[config.mk]
export PLATFORM = sky130hd
export DESIGN_NAME = bist_tpg_lfsr_flat
export DESIGN_NICKNAME = d
export VERILOG_FILES = /design/src/rtl/bist_tpg_lfsr_pkg.sv /design/src/rtl/bist_tpg_lfsr_if.sv /design/src/rtl/bist_lfsr_step.sv /design/src/rtl/bist_tpg_lfsr.sv /design/src/flat_wrapper.sv
export SDC_FILE = /design/constraint.sdc
export NUM_CORES = 1
export LEC_CHECK = 0
export ABC_AREA = 1
export CAP_MARGIN = 20
export CORE_UTILIZATION = 46
export CTS_BUF_LIST = sky130_fd_sc_hd__clkbuf_8
export CTS_CLUSTER_SIZE = 16
export DETAILED_ROUTE_END_ITERATION = 10
export PLACE_DENSITY = 0.87
export SLEW_MARGIN = 0
export SYNTH_ARGS = -nofsm -noshare
export SYNTH_HDL_FRONTEND = slang
export SYNTH_SLANG_ARGS = --single-unit
[constraint.sdc]
create_clock -name clock -period 1.3 [get_ports clock]
set_input_delay 0.26 -clock clock [delete_from_list [all_inputs] [get_ports clock]]
set_output_delay 0.26 -clock clock [all_outputs]
set_load 0.01 [all_outputs]
[src/rtl/bist_tpg_lfsr_pkg.sv]
// Shared BIST definitions: generator FSM states, LFSR period arithmetic and
// primitive-polynomial tap masks, also used by the signature analyser.
package bist_pkg;

   localparam int MIN_WIDTH = 2;
   localparam int MAX_WIDTH = 32;

   typedef enum logic [1:0] {
      IDLE = 2'd0,
      RUN  = 2'd1,
      DONE = 2'd2
   } tpg_state_t;

   // Patterns per run: 2^width - 1, plus the all-zero state when extended.
   function automatic logic [32:0] lfsr_period(input int unsigned width, input bit ext_zero);
      return (33'd1 << width) - 33'd1 + {32'd0, ext_zero};
   endfunction

   // Bit k-1 set for polynomial term x^k; masks suit the shift-left Fibonacci step.
   function automatic logic [31:0] default_taps(input int unsigned width);
      case (width)
         2:       return 32'h0000_0003;
         3:       return 32'h0000_0006;
         4:       return 32'h0000_000C;
         5:       return 32'h0000_0014;
         6:       return 32'h0000_0030;
         7:       return 32'h0000_0060;
         8:       return 32'h0000_00B8;
         9:       return 32'h0000_0110;
         10:      return 32'h0000_0240;
         11:      return 32'h0000_0500;
         12:      return 32'h0000_0829;
         13:      return 32'h0000_100D;
         14:      return 32'h0000_2015;
         15:      return 32'h0000_6000;
         16:      return 32'h0000_D008;
         17:      return 32'h0001_2000;
         18:      return 32'h0002_0400;
         19:      return 32'h0004_0023;
         20:      return 32'h0009_0000;
         21:      return 32'h0014_0000;
         22:      return 32'h0030_0000;
         23:      return 32'h0042_0000;
         24:      return 32'h00E1_0000;
         25:      return 32'h0120_0000;
         26:      return 32'h0200_0023;
         27:      return 32'h0400_0013;
         28:      return 32'h0900_0000;
         29:      return 32'h1400_0000;
         30:      return 32'h2000_0029;
         31:      return 32'h4800_0000;
         32:      return 32'h8020_0003;
         default: return 32'h0000_0000;
      endcase
   endfunction

endpackage

[src/rtl/bist_tpg_lfsr_if.sv]
// Pattern generator handshake: the BIST controller/consumer is the master,
// the generator is the slave.
interface bist_tpg_lfsr_if #(
   parameter int WIDTH = 3
);
   logic             start;
   logic [WIDTH-1:0] seed;
   logic             advance;
   logic [WIDTH-1:0] data_out;
   logic             data_valid;
   logic             busy;
   logic             complete;
   logic             seed_err;

   modport master (
      output start, seed, advance,
      input  data_out, data_valid, busy, complete, seed_err
   );

   modport slave (
      input  start, seed, advance,
      output data_out, data_valid, busy, complete, seed_err
   );
endinterface

[src/rtl/bist_lfsr_step.sv]
// Combinational Fibonacci LFSR step (shift-left), with optional de Bruijn
// extension that splices the all-zero state into the cycle.
module bist_lfsr_step
   import bist_pkg::*;
#(
   parameter int               WIDTH    = 3,
   parameter logic [WIDTH-1:0] TAPS     = WIDTH'(default_taps(WIDTH)),
   parameter bit               EXT_ZERO = 1'b0
) (
   input  logic [WIDTH-1:0] s,
   output logic [WIDTH-1:0] next
);
   logic [WIDTH-1:0] tapped;
   logic             fb;
   logic             z;

   for (genvar gi = 0; gi < WIDTH; gi++) begin : g_tap
      assign tapped[gi] = s[gi] & TAPS[gi];
   end

   assign fb = ^tapped;
   // Flipping feedback when the low bits are all zero routes 10..0 -> 0..0 -> 0..01.
   assign z    = EXT_ZERO && (s[WIDTH-2:0] == '0);
   assign next = {s[WIDTH-2:0], fb ^ z};
endmodule

[src/rtl/bist_tpg_lfsr.sv]
// BIST test-pattern generator: seeds an LFSR on start, steps it on each
// accepted pattern and reports completion after one full period.
module bist_tpg_lfsr
   import bist_pkg::*;
#(
   parameter int               WIDTH    = 3,
   parameter logic [WIDTH-1:0] TAPS     = WIDTH'(default_taps(WIDTH)),
   parameter bit               EXT_ZERO = 1'b0
) (
   input logic            clock,
   input logic            reset,
   bist_tpg_lfsr_if.slave bus
);
   localparam logic [32:0]      PERIOD   = lfsr_period(WIDTH, EXT_ZERO);
   localparam logic [WIDTH:0]   LAST_CNT = PERIOD[WIDTH:0] - {{WIDTH{1'b0}}, 1'b1};
   localparam logic [WIDTH-1:0] ONE_PAT  = {{(WIDTH-1){1'b0}}, 1'b1};

   tpg_state_t       state_reg;
   logic [WIDTH-1:0] s_reg;
   logic [WIDTH-1:0] s_next;
   logic [WIDTH:0]   count_reg;
   logic             valid_reg;
   logic             busy_reg;
   logic             complete_reg;
   logic             seed_err_reg;
   logic             zero_seed;

   bist_lfsr_step #(
      .WIDTH    (WIDTH),
      .TAPS     (TAPS),
      .EXT_ZERO (EXT_ZERO)
   ) u_step (
      .s    (s_reg),
      .next (s_next)
   );

   // A zero seed would lock a plain LFSR, so it is replaced by 0..01.
   assign zero_seed = !EXT_ZERO && (bus.seed == '0);

   always_ff @(posedge clock or negedge reset) begin
      if (!reset) begin
         state_reg    <= IDLE;
         s_reg        <= ONE_PAT;
         count_reg    <= '0;
         valid_reg    <= 1'b0;
         busy_reg     <= 1'b0;
         complete_reg <= 1'b0;
         seed_err_reg <= 1'b0;
      end else begin
         case (state_reg)
            IDLE, DONE: begin
               if (bus.start) begin
                  state_reg    <= RUN;
                  count_reg    <= '0;
                  valid_reg    <= 1'b1;
                  busy_reg     <= 1'b1;
                  complete_reg <= 1'b0;
                  seed_err_reg <= zero_seed;
                  s_reg        <= zero_seed ? ONE_PAT : bus.seed;
               end
            end
            RUN: begin
               if (bus.advance) begin
                  // Final pattern stays on data_out after the run ends.
                  if (count_reg == LAST_CNT) begin
                     state_reg    <= DONE;
                     valid_reg    <= 1'b0;
                     busy_reg     <= 1'b0;
                     complete_reg <= 1'b1;
                  end else begin
                     s_reg     <= s_next;
                     count_reg <= count_reg + {{WIDTH{1'b0}}, 1'b1};
                  end
               end
            end
            default: begin
               state_reg <= IDLE;
               valid_reg <= 1'b0;
               busy_reg  <= 1'b0;
            end
         endcase
      end
   end

   assign bus.data_out   = s_reg;
   assign bus.data_valid = valid_reg;
   assign bus.busy       = busy_reg;
   assign bus.complete   = complete_reg;
   assign bus.seed_err   = seed_err_reg;
endmodule

[src/flat_wrapper.sv]
// flat-port wrapper written by rule: the top's interface ports become plain ports
module bist_tpg_lfsr_flat import bist_pkg::*;
#(
   parameter int               WIDTH    = 3,
   parameter logic [WIDTH-1:0] TAPS     = WIDTH'(default_taps(WIDTH)),
   parameter bit               EXT_ZERO = 1'b0
)
  (clock, reset, bus_start, bus_seed, bus_advance, bus_data_out, bus_data_valid, bus_busy, bus_complete, bus_seed_err);
  bist_tpg_lfsr_if #(.WIDTH(WIDTH)) bus_i ();
  input logic clock;
  input logic reset;
  input wire logic [$bits(bus_i.start)-1:0] bus_start;
  input wire logic [$bits(bus_i.seed)-1:0] bus_seed;
  input wire logic [$bits(bus_i.advance)-1:0] bus_advance;
  output wire logic [$bits(bus_i.data_out)-1:0] bus_data_out;
  output wire logic [$bits(bus_i.data_valid)-1:0] bus_data_valid;
  output wire logic [$bits(bus_i.busy)-1:0] bus_busy;
  output wire logic [$bits(bus_i.complete)-1:0] bus_complete;
  output wire logic [$bits(bus_i.seed_err)-1:0] bus_seed_err;
  assign bus_i.start = bus_start;
  assign bus_i.seed = bus_seed;
  assign bus_i.advance = bus_advance;
  assign bus_data_out = bus_i.data_out;
  assign bus_data_valid = bus_i.data_valid;
  assign bus_busy = bus_i.busy;
  assign bus_complete = bus_i.complete;
  assign bus_seed_err = bus_i.seed_err;
  bist_tpg_lfsr #(.WIDTH(WIDTH), .TAPS(TAPS), .EXT_ZERO(EXT_ZERO)) u_core (.clock(clock), .reset(reset), .bus(bus_i));
endmodule
**Yosys cells after proc, flatten, opt, wreduce, memory -nomap -nowiden**

Cells that the tools add are included.

- Register bits after elaboration: 12
- Input port bits: 7
- Output and inout bits: 7
- Logic and storage cells: 44

- $add $sub $neg: 1
- Equal/unequal tests: 7
- Multiplexer cells: 21
- Reduce and logical (&&, ||, !) cells: 9

Operators with widths:

| kind | count |
|---|---|
| 2-to-1 mux 3 bit | 4 |
| 2-to-1 mux 4 bit | 3 |
| one-hot mux 4 bit (2 select lines) | 1 |
| AND reduction 4 bit | 2 |
| 2-to-1 mux 1 bit | 6 |
| 2-to-1 mux 2 bit | 3 |
| != test 2 bit (second input constant) | 3 |
| one-hot mux 3 bit (2 select lines) | 1 |
| adder 4 x 1 -> 4 bit (second input constant) | 1 |
| equality test 4 x 3 -> 1 bit (second input constant) | 1 |
| one-hot mux 1 bit (2 select lines) | 2 |
| one-hot mux 2 bit (2 select lines) | 1 |
| logical NOT 3 bit | 1 |
| AND reduction 3 bit | 1 |
| parity 3 bit | 1 |
| equality test 2 x 1 -> 1 bit (second input constant) | 1 |
| equality test 2 bit (second input constant) | 1 |
| logical NOT 2 bit | 1 |
| != test 2 x 1 -> 1 bit (second input constant) | 1 |
| AND reduction 2 bit | 1 |
| nonzero test 2 bit | 1 |
| OR reduction 2 bit | 1 |

**Logic depth before layout (Yosys ltp)**

Gate-level depths: netlist (run 1).

- Depth after elaboration: 4
- Mapped depth: 9
- Gate-level depth less buffers: 9

**By module**

Synthesis (run 1) repeated with hierarchy kept, for this count alone.

- Cells, all modules: 89
- Area, all modules: 691.9 µm²

By module, submodules not included:

| module | instances | cells each | area an instance (µm²) | seq. area each (µm²) |
|---|---|---|---|---|
| bist_tpg_lfsr | 1 | 81 | 650.6 | 301.5 |
| bist_lfsr_step | 1 | 8 | 41.3 | 0.0 |

**Worst setup path after synthesis (run 1)**

No wires, ideal clock.

- Path type: reg-to-reg
- Start: register u_core.count_reg[0]
- End: register u_core.state_reg[0]
- Setup time: 0.120 ns
- Arrival: 1.142 ns
- Data required time: 1.180 ns
- Path slack: 0.039 ns
- Stages on the path, launching flop included: 8
- Buffers on the path: 0
- Period minus slack after synthesis: 1.261 ns
- Cell sequence: dfrtp_1 -> inv_1 -> ha_1 -> nand2_1 -> o21ai_0 -> nand2_2 -> o21ai_0 -> inv_1

- Word-level cells in the longest chain between the ends: 3

RTL lines:

| what | line | text |
|---|---|---|
| start, declared | bist_tpg_lfsr.sv:21 | `logic [WIDTH:0] count_reg;` |
| start signal, assigned | bist_tpg_lfsr.sv:72 | `count_reg <= count_reg + {{WIDTH{1'b0}}, 1'b1};` |
| equality test 4 x 3 -> 1 bit | bist_tpg_lfsr.sv:65 | `if (count_reg == LAST_CNT) begin` |
| != test 2 x 1 -> 1 bit (no line) | n/a |  |
| AND reduction 3 bit (no line) | n/a |  |
| end signal, assigned | bist_tpg_lfsr.sv:53 | `state_reg <= RUN;` |
| end signal, assigned | bist_tpg_lfsr.sv:66 | `state_reg <= DONE;` |
| end signal, assigned | bist_tpg_lfsr.sv:77 | `state_reg <= IDLE;` |
| end, declared | bist_tpg_lfsr.sv:18 | `tpg_state_t state_reg;` |

No other way between the ends.
A chain may end at the register's enable or synchronous reset.

**Worst setup path in the final report (run 1)**

- Start: register u_core.count_reg[0]
- End: register u_core.count_reg[3]

- Word-level cells in the longest chain between the ends: 4
- Elaborated cells on any way between the ends: 7
- Those cells by class: add/sub: 1; eq/ne: 2; mux: 3; reduce/logical: 1

RTL lines:

| what | line | text |
|---|---|---|
| adder 4 x 1 -> 4 bit | bist_tpg_lfsr.sv:72 |  |
| 2-to-1 mux 4 bit | bist_tpg_lfsr.sv:65 |  |
| 2-to-1 mux 4 bit | bist_tpg_lfsr.sv:63 | `if (bus.advance) begin` |
| one-hot mux 4 bit (2 select lines) | bist_tpg_lfsr.sv:50 | `case (state_reg)` |

Several ways; a longest one is shown, not always the timed one. The select of a mux whose other input is x is not followed.

==> metrics.sh, run 1 <==
POST-DP-HPWL_MM=1.088
IO_BUFFERS=13
WORSTSETUPSTARTPOINTTYPE='flip-flop'
SETUP_TNS_FINAL_NS=0
TIMING.FINAL.CRIT_SHARE=0.9834
SWITCHING_SHARE=0.4546
FINALWEIGHTEDCONGESTION=0.8060
LEAKAGEPOWER_nW=0.5129
POST_SYNTH_MAIN_AREA_CONTRIBUTORS='sky130_fd_sc_hd__dfrtp_1, sky130_fd_sc_hd__nand2_1, sky130_fd_sc_hd__nor2_1, sky130_fd_sc_hd__nand3_1, sky130_fd_sc_hd__dfstp_2'
FINALHOLDVIOLATIONS=0
GRT_PASS1_VIAS=579
CELL_WITH_THE_MOST_INSTANCES_AFTER_SYNTHESIS='sky130_fd_sc_hd__nand2_1'
SYNTH.AREA.MUX_SHARE=0.01667
CRIT_PATH_MAX_FANOUT=7
CAP_VIOL_MAX_COUNT=0
SYNTHDOMINANTCELLAREASHARE=0.4074
DIE_HEIGHT_UM=40.33
CLOCK_SKEW_NS=0.0005690
SYNTH_CELL_TYPE_COUNT=18
GRT_FIRST_PASS_WIRELENGTH_MM=2.490
SETUP_REPAIR_AFTER_GLOBAL_ROUTING_MISSED_ITS_MARGIN='yes'
POWER_SWITCHING_W=0.001197
SYNTH_COMPOUND_AREA_FRAC=0.04815
CP.ARRIVAL_NS=1.46
SYNTH_EDF_COUNT=0
COMBPWRFRAC=0.573
DIEAREA_UM2=1626
POSTSYNTH.TOPFLOPCELL='sky130_fd_sc_hd__dfrtp_1'
SYNTHADDERAREAFRAC=0.03704
IR_DROP_uV=1928
CTS_HOLD_BUFFERS=0
CELL_TYPE_WITH_THE_LARGEST_TOTAL_AREA_AFTER_SYNTHESIS='sky130_fd_sc_hd__dfrtp_1'
LARGEST_REGISTER_FFS=4
DOMINANT_COMBINATIONAL_CELL_FAMILY_BY_AREA_AFTER_SYNTHESIS='simple AND/OR/NAND/NOR gates'
IOPINCOUNT=14
POWER.TOTAL_W=0.002632
POWER.SHARE.CLOCK=0.159
YOSYS.AREA_SHARE.XOR_XNOR=0.01296
SYN_TO_FINAL_GROWTH_PCT=42.78
POST-ROUTE-DRC-COUNT=0
YOSYS_WARNINGS=0
FINALSETUPVIOLCOUNT=0
NETLIST_TOP_CELLS_COUNT='sky130_fd_sc_hd__nand2_1, sky130_fd_sc_hd__dfrtp_1, sky130_fd_sc_hd__nor2_1'
GRT_USAGE=0.2431
CLOCK_SINK_COUNT=12
FMAXACHIEVABLE_MHz=782.2
CTS_MADE_BUFFERS=3
DETAIL_ROUTE.VIAS_PER_CELL=5.252
PWR-SHARE-SEQ=0.268
INITIAL_CORE_UTIL=0.5066
FLOORPLAN.DIE.WIDTH_UM=40.33
WORST_SLEW_PIN_SLEW_NS=0.3367
NFILLCELLS=104
RUN_STATUS='finished, final reports clean'
ENDPOINT_KIND='flip-flop'
DRT_ITER0_MARKERS=15
SHARE_OF_FLIP_FLOPS_WITH_AN_ASYNCHRONOUS_SET_OR_RESET_AFTER_SYNTHESIS=1.000
RELSLEWSLACK=0.7748
FIRST_PASS_ITERS=4
LARGEST_NET_DEGREE_AT_THE_START_OF_GLOBAL_ROUTING=10
SIMPLE_GATE_SHARE_OF_THE_SYNTHESIZED_AREA=0.3889
POSTLAYOUTCELLAREA_UM2=964.7
CLOCK_TREE.BUFFER_DEPTH=2
SYNTH_SEQ_AREA_SHARE=0.4463
TIMING.REG2REG.SETUP_SLACK_NS=0.02
CLOCK_TREE.ROOT_CELL='sky130_fd_sc_hd__clkbuf_8'
CTS_MAX_LEVEL=1
HOLDCRITPATHCLASS='in -> async'
POST-ROUTE-MIN-PERIOD_NS=1.278
WL_MM=1.636
CRITICAL_PATH_REQUIRED_NS=1.48
INTPOWER_W=0.001436
TOTAL_NUMBER_OF_NETS_IN_THE_FINAL_DESIGN=122
CRIT_TYPE='reg -> reg'
POST_SYNTH.CELL_AREA_AVG_UM2=7.507
SYN-CELL-AREA_UM2=675.6
ANTENNA_CELLS=0
CORE.ROWCOUNT=13
ANTENNA_FOUND_INITIAL=0
GRT.OVERFLOW.TOTAL=0
LAYOUT-DRIVE-GT1-SHARE=0.2768
CLOCK_INSERTION_DELAY_WORST_SKEW_NS=0.24
WORST-R2R-CELL-COUNT=8
ROUTE.ANTENNA.REMAINING_NETS=0
TRITONCTS='yes'
TIMING_MAX_TRANSITION_VIOLATIONS_FINAL=0
PWR_DENSITY_CELL_nW_PER_UM2=2729
CLKSLEWWORSTSETUPHOLDPATHS_NS=0.06
POST_DRT_WL_PER_CELL_UM=12.88
SEQ_CELLS_POST_SYNTH=12
NETLIST_INSTANCES=90
SYNTH.NET_COUNT=99
VIA_COUNT=667
POSTPLACECELLAREA_UM2=854.6
CORE_AREA_UM2=1334
[cells by family after synthesis]
family | count (synthesis)
muxes | 1
buffers and inverters | 8
DFF | 12
and+or+nand+nor | 60
adders and majority gates | 2
AOI/OAI and AO/OA | 6
xor gates and xnor gates | 1
[stage by stage]
| stage | hold WS, ns | setup WS [ns] | instances | utilization |
|---|---|---|---|---|
| floorplan | -0.03559 | 0.03864 | 90 | - |
| global placement | 0.4683 | -0.1006 | 122 | 0.6407 |
| detailed placement | 0.4735 | -0.1398 | 122 | 0.6407 |
| CTS | 0.2817 | 0.01371 | 126 | 0.6764 |
| global route | 0.3047 | -0.06894 | 127 | 0.7233 |
| finish | 0.2810 | 0.02153 | 127 | 0.7233 |
[worst max-delay path: stages (launching register included)]
cell and delay [ns]:
sky130_fd_sc_hd__dfrtp_1 0.37, sky130_fd_sc_hd__inv_1 0.06, sky130_fd_sc_hd__ha_2 0.17, sky130_fd_sc_hd__nand2_2 0.07, sky130_fd_sc_hd__o21ai_2 0.20, sky130_fd_sc_hd__nand2_4 0.13, sky130_fd_sc_hd__nand2_8 0.11, sky130_fd_sc_hd__nand2_1 0.05
sky130_fd_sc_hd__nand2_1 0.06
[cells in the final DEF, fill, tap and decap left out, types with 2 or more instances in the layout]
cell / n
sky130_fd_sc_hd__buf_4: 6
sky130_fd_sc_hd__clkbuf_8: 4
sky130_fd_sc_hd__clkdlybuf4s50_1: 6
sky130_fd_sc_hd__dfrtp_1: 10
sky130_fd_sc_hd__dlygate4sd2_1: 6
sky130_fd_sc_hd__inv_1: 6
sky130_fd_sc_hd__nand2_1: 31
sky130_fd_sc_hd__nand2_2: 4
sky130_fd_sc_hd__nand2_4: 4
sky130_fd_sc_hd__nand3_1: 7
sky130_fd_sc_hd__nor2_1: 8
sky130_fd_sc_hd__nor2_2: 2
sky130_fd_sc_hd__nor2_4: 2
sky130_fd_sc_hd__o21ai_0: 3
sky130_fd_sc_hd__o21ai_2: 2
[metal layers]
layer / wire length [µm] / vias to the layer above / track usage
met1: 733 / 315 / 0.2917
met3: 75 / 4 / 0.1000
li1: - / 324 / -
met2: 798 / 24 / 0.3810
met4: 29 / 0 / 0.1000
met5: 0 / - / 0
[area by class of cell]
type                    count  area [µm²]  area share
multi-input cells          70       399.1      0.4137
flip-flops and latches     12       302.8      0.3139
repair buffers             19       162.7      0.1686
clock buffers               4       55.05     0.05707
inverters                   7       26.28     0.02724
well taps                  15       18.77     0.01946
[what timing repair did]
action | 4_1_cts | 5_1_grt
setup buffers | 0 | 1
pin swaps | 0 | 6
endpoints found under the hold margin | 0 | 0
gates resized for setup | 9 | 19
endpoints found under the setup margin | 9 | 10
cloned | 0 | 0
[path summary, 6_finish.rpt]
check | from | to
setup / recovery | u_core.count_reg[0] | u_core.count_reg[3]
hold / removal | reset | u_core.count_reg[3]
setup reg to reg | u_core.count_reg[0] | u_core.count_reg[3]
hold reg to reg | u_core.bus.complete | u_core.bus.complete
max in group asynchronous | reset | u_core.state_reg[1]
min in group clock | u_core.bus.complete | u_core.bus.complete
[power by group through the flow]
stage | Clock, W | Combinational (W) | Sequential [W]
floorplan | 0 | 0.000795 | 0.000735
global placement | 0 | 0.00126 | 0.000690
global route | 0.000444 | 0.00169 | 0.000731
finish | 0.000417 | 0.00151 | 0.000706
CTS | 0.000416 | 0.00127 | 0.000690
detailed placement | 0 | 0.00131 | 0.000698
Power figures use the tool's default switching activity.
==> run 2: changes to the inputs <==
Settings changed: CTS_CLUSTER_DIAMETER set to 60.
==> results of run 2 <==
Final layout, timing and power as in run 1 (identical DEF).
==> run 3: changes to the inputs <==
Settings changed: CORE_AREA set to 2 2 39 41, CORE_UTILIZATION 46 to unset, DIE_AREA set to 0 0 41 43, PLACE_DENSITY 0.87 to 0.9.
Clock period 1.3 ns to 1.5 ns, I/O delays scaled along.
==> run 3 against run 2 <==
First-iteration DRC count fell by 40%. Via count fell by 4.5%. Die area rose by 8.4%. Final area fell by 8.6%. Sequential cell count did not move. Final cell count fell by 3.1%. Critical path type is now reg -> out. Power fell by 23%. Routed wire length fell by 13%. Highest routed layer unchanged. Critical path depth fell by 7. Register-to-register slack improved by 0.098 ns.
==> metrics.sh, run 3 (synthesis results as in run 1) <==
RUN_STATUS='finished, final reports clean'
FINALWEIGHTEDCONGESTION=0.8274
POST_DRT_WL_PER_CELL_UM=11.53
DIEAREA_UM2=1763
HOLDCRITPATHCLASS='in -> async'
WL_MET2_UM=738
POST-ROUTE-MIN-PERIOD_NS=1.463
LARGEST_NET_DEGREE_AT_THE_START_OF_GLOBAL_ROUTING=13
GRT_PASS1_VIAS=650
INITIAL_CORE_UTIL=0.4882
LARGEST_REGISTER_FFS=4
ANTENNA_CELLS=0
CLOCK_TREE.BUFFER_DEPTH=2
CTS_MADE_BUFFERS=3
TIMING.FINAL.CRIT_SHARE=0.9756
HIGHEST_LAYER='met4'
LAYOUT-DRIVE-GT1-SHARE=0.1215
CP.ARRIVAL_NS=1.16
VIA_COUNT=637
ROUTED-WL-MET3_UM=57
CP_SLOWEST_STAGE_DELAY_NS=0.55
LEAKAGEPOWER_nW=0.4688
TRITONCTS='yes'
ENDPOINT_KIND='output port'
CRITICAL_PATH.N_BUFFERS_INVERTERS=1
SETUP_REPAIR_AFTER_GLOBAL_ROUTING_MISSED_ITS_MARGIN='no'
CLOCK_TREE.ROOT_CELL='sky130_fd_sc_hd__clkbuf_8'
SETUP_TNS_FINAL_NS=0
FLOORPLAN.DIE.WIDTH_UM=41
TIMING_MAX_TRANSITION_VIOLATIONS_FINAL=0
POST_CTS.REPAIR.SETUP_BUFFERS=0
POST-ROUTE-DRC-COUNT=0
DETAIL_ROUTE.VIAS_PER_CELL=5.179
CORE.ROWCOUNT=14
FINAL_HOLD_SLACK_NS=0.3520
CLKSLEWWORSTSETUPHOLDPATHS_NS=0.05
CORE_AREA_UM2=1384
FINALSETUPVIOLCOUNT=0
NFILLCELLS=115
CRIT_PATH_CELL_TRACE='clkdlybuf4s50_1'
WORST_SLEW_PIN_SLEW_NS=0.3257
WORSTSETUPSTARTPOINTTYPE='flip-flop'
CTS_MAX_LEVEL=1
DRT_ITER0_MARKERS=9
ANTENNA_FOUND_INITIAL=0
CTS_HOLD_BUFFERS=0
CLOCK_SINK_COUNT=12
CELL_CLASS_CONTRIBUTING_THE_BIGGEST_SHARE_OF_WORST_PATH_DELAY='buffers and inverters'
MOSTFREQUENTLAYOUTCELL='sky130_fd_sc_hd__nand2_1'
CLOCK_SKEW_NS=0.004003
FMAXACHIEVABLE_MHz=683.3
FIRST_PASS_ITERS=4
IR_DROP_uV=1142
RELSLEWSLACK=0.7805
FINISH.UTILIZATION=0.6374
TIMING.CRITICAL_PATH.SLOWEST_STAGE_CELL='sky130_fd_sc_hd__clkdlybuf4s50_1'
DRT-MET1-WL_UM=579
CAP_VIOL_MAX_COUNT=0
TOTAL_NUMBER_OF_NETS_IN_THE_FINAL_DESIGN=117
IOPINCOUNT=14
FINALHOLDVIOLATIONS=0
DIE_HEIGHT_UM=43
WL_MM=1.418
CRIT_TYPE='reg -> out'
ROUTE.ANTENNA.REMAINING_NETS=0
CRIT_PATH_MAX_FANOUT=3
CLOCK_INSERTION_DELAY_WORST_SKEW_NS=0.24
SYN_TO_FINAL_GROWTH_PCT=30.56
GRT.OVERFLOW.TOTAL=0
GRT_FIRST_PASS_WIRELENGTH_MM=2.622
IO_BUFFERS=13
CRITICAL_PATH_REQUIRED_NS=1.20
POST-DP-HPWL_MM=1.072
LAYOUT.CELLS.MOST_COMMON_LIST='sky130_fd_sc_hd__nand2_1, sky130_fd_sc_hd__clkdlybuf4s50_1, sky130_fd_sc_hd__dfrtp_1, sky130_fd_sc_hd__nor2_1, sky130_fd_sc_hd__nand3_1'
GRT_USAGE=0.2256
PWR_DENSITY_CELL_nW_PER_UM2=2294
[run 3: timing repair]
item	4_1_cts	5_1_grt
resized for setup	1	2
setup endpoints to repair	1	2
cloned	0	0
pin swaps	0	0
[run 3: worst paths after layout]
check / from / endpoint / slack, ns / cells past startpoint
min reg2reg: u_core.bus.data_out[0] / u_core.bus.data_out[0] / 0.48 / 2
max in group asynchronous: reset / u_core.bus.data_out[0] / 0.92 / 2
max reg2reg: u_core.count_reg[0] / u_core.state_reg[0] / 0.12 / 7
min: reset / u_core.count_reg[3] / 0.35 / 2
max: u_core.bus.data_out[2] / bus_data_out[2] / 0.04 / 1
min in group clock: u_core.bus.data_out[0] / u_core.bus.data_out[0] / 0.48 / 2
[run 3: report_power, final]
part | switching (W) | total (W) | internal (W)
Combinational | 0.000615 | 0.00105 | 0.000435
Clock | 0.000122 | 0.000354 | 0.000232
Sequential | 0.000138 | 0.000621 | 0.000483
Total | 0.000874 | 0.00202 | 0.00115
[run 3: area by class of cell]
class	instances	area [µm²]	share of cell area
Timing Repair Buffer	14	138.9	0.1574
Multi-Input combinational cell	70	340.3	0.3858
Sequential cell	12	301.5	0.3418
Tap cell	16	20.02	0.02270
Inverter	7	26.28	0.02979
Clock buffer	4	55.05	0.06241
[run 3: layer usage]
layer  global-route usage  vias to the layer above
li1                     -                      315
met1               0.2793                      295
met2               0.3313                       22
met3              0.04712                        5
met4               0.1600                        0
met5                    0                        -
[run 3: stage by stage]
step | setup WS, ns | total power (W) | instance area (µm²) | cells
2_1_floorplan | 0.2386 | 0.001326 | 675.6 | 90
3_3_place_gp | 0.05743 | 0.001632 | 825.8 | 119
3_5_place_dp | 0.05716 | 0.001677 | 825.8 | 119
4_1_cts | 0.01067 | 0.002032 | 879.6 | 123
5_1_grt | 0.006914 | 0.002206 | 882.1 | 123
6_report | 0.03655 | 0.002024 | 882.1 | 123
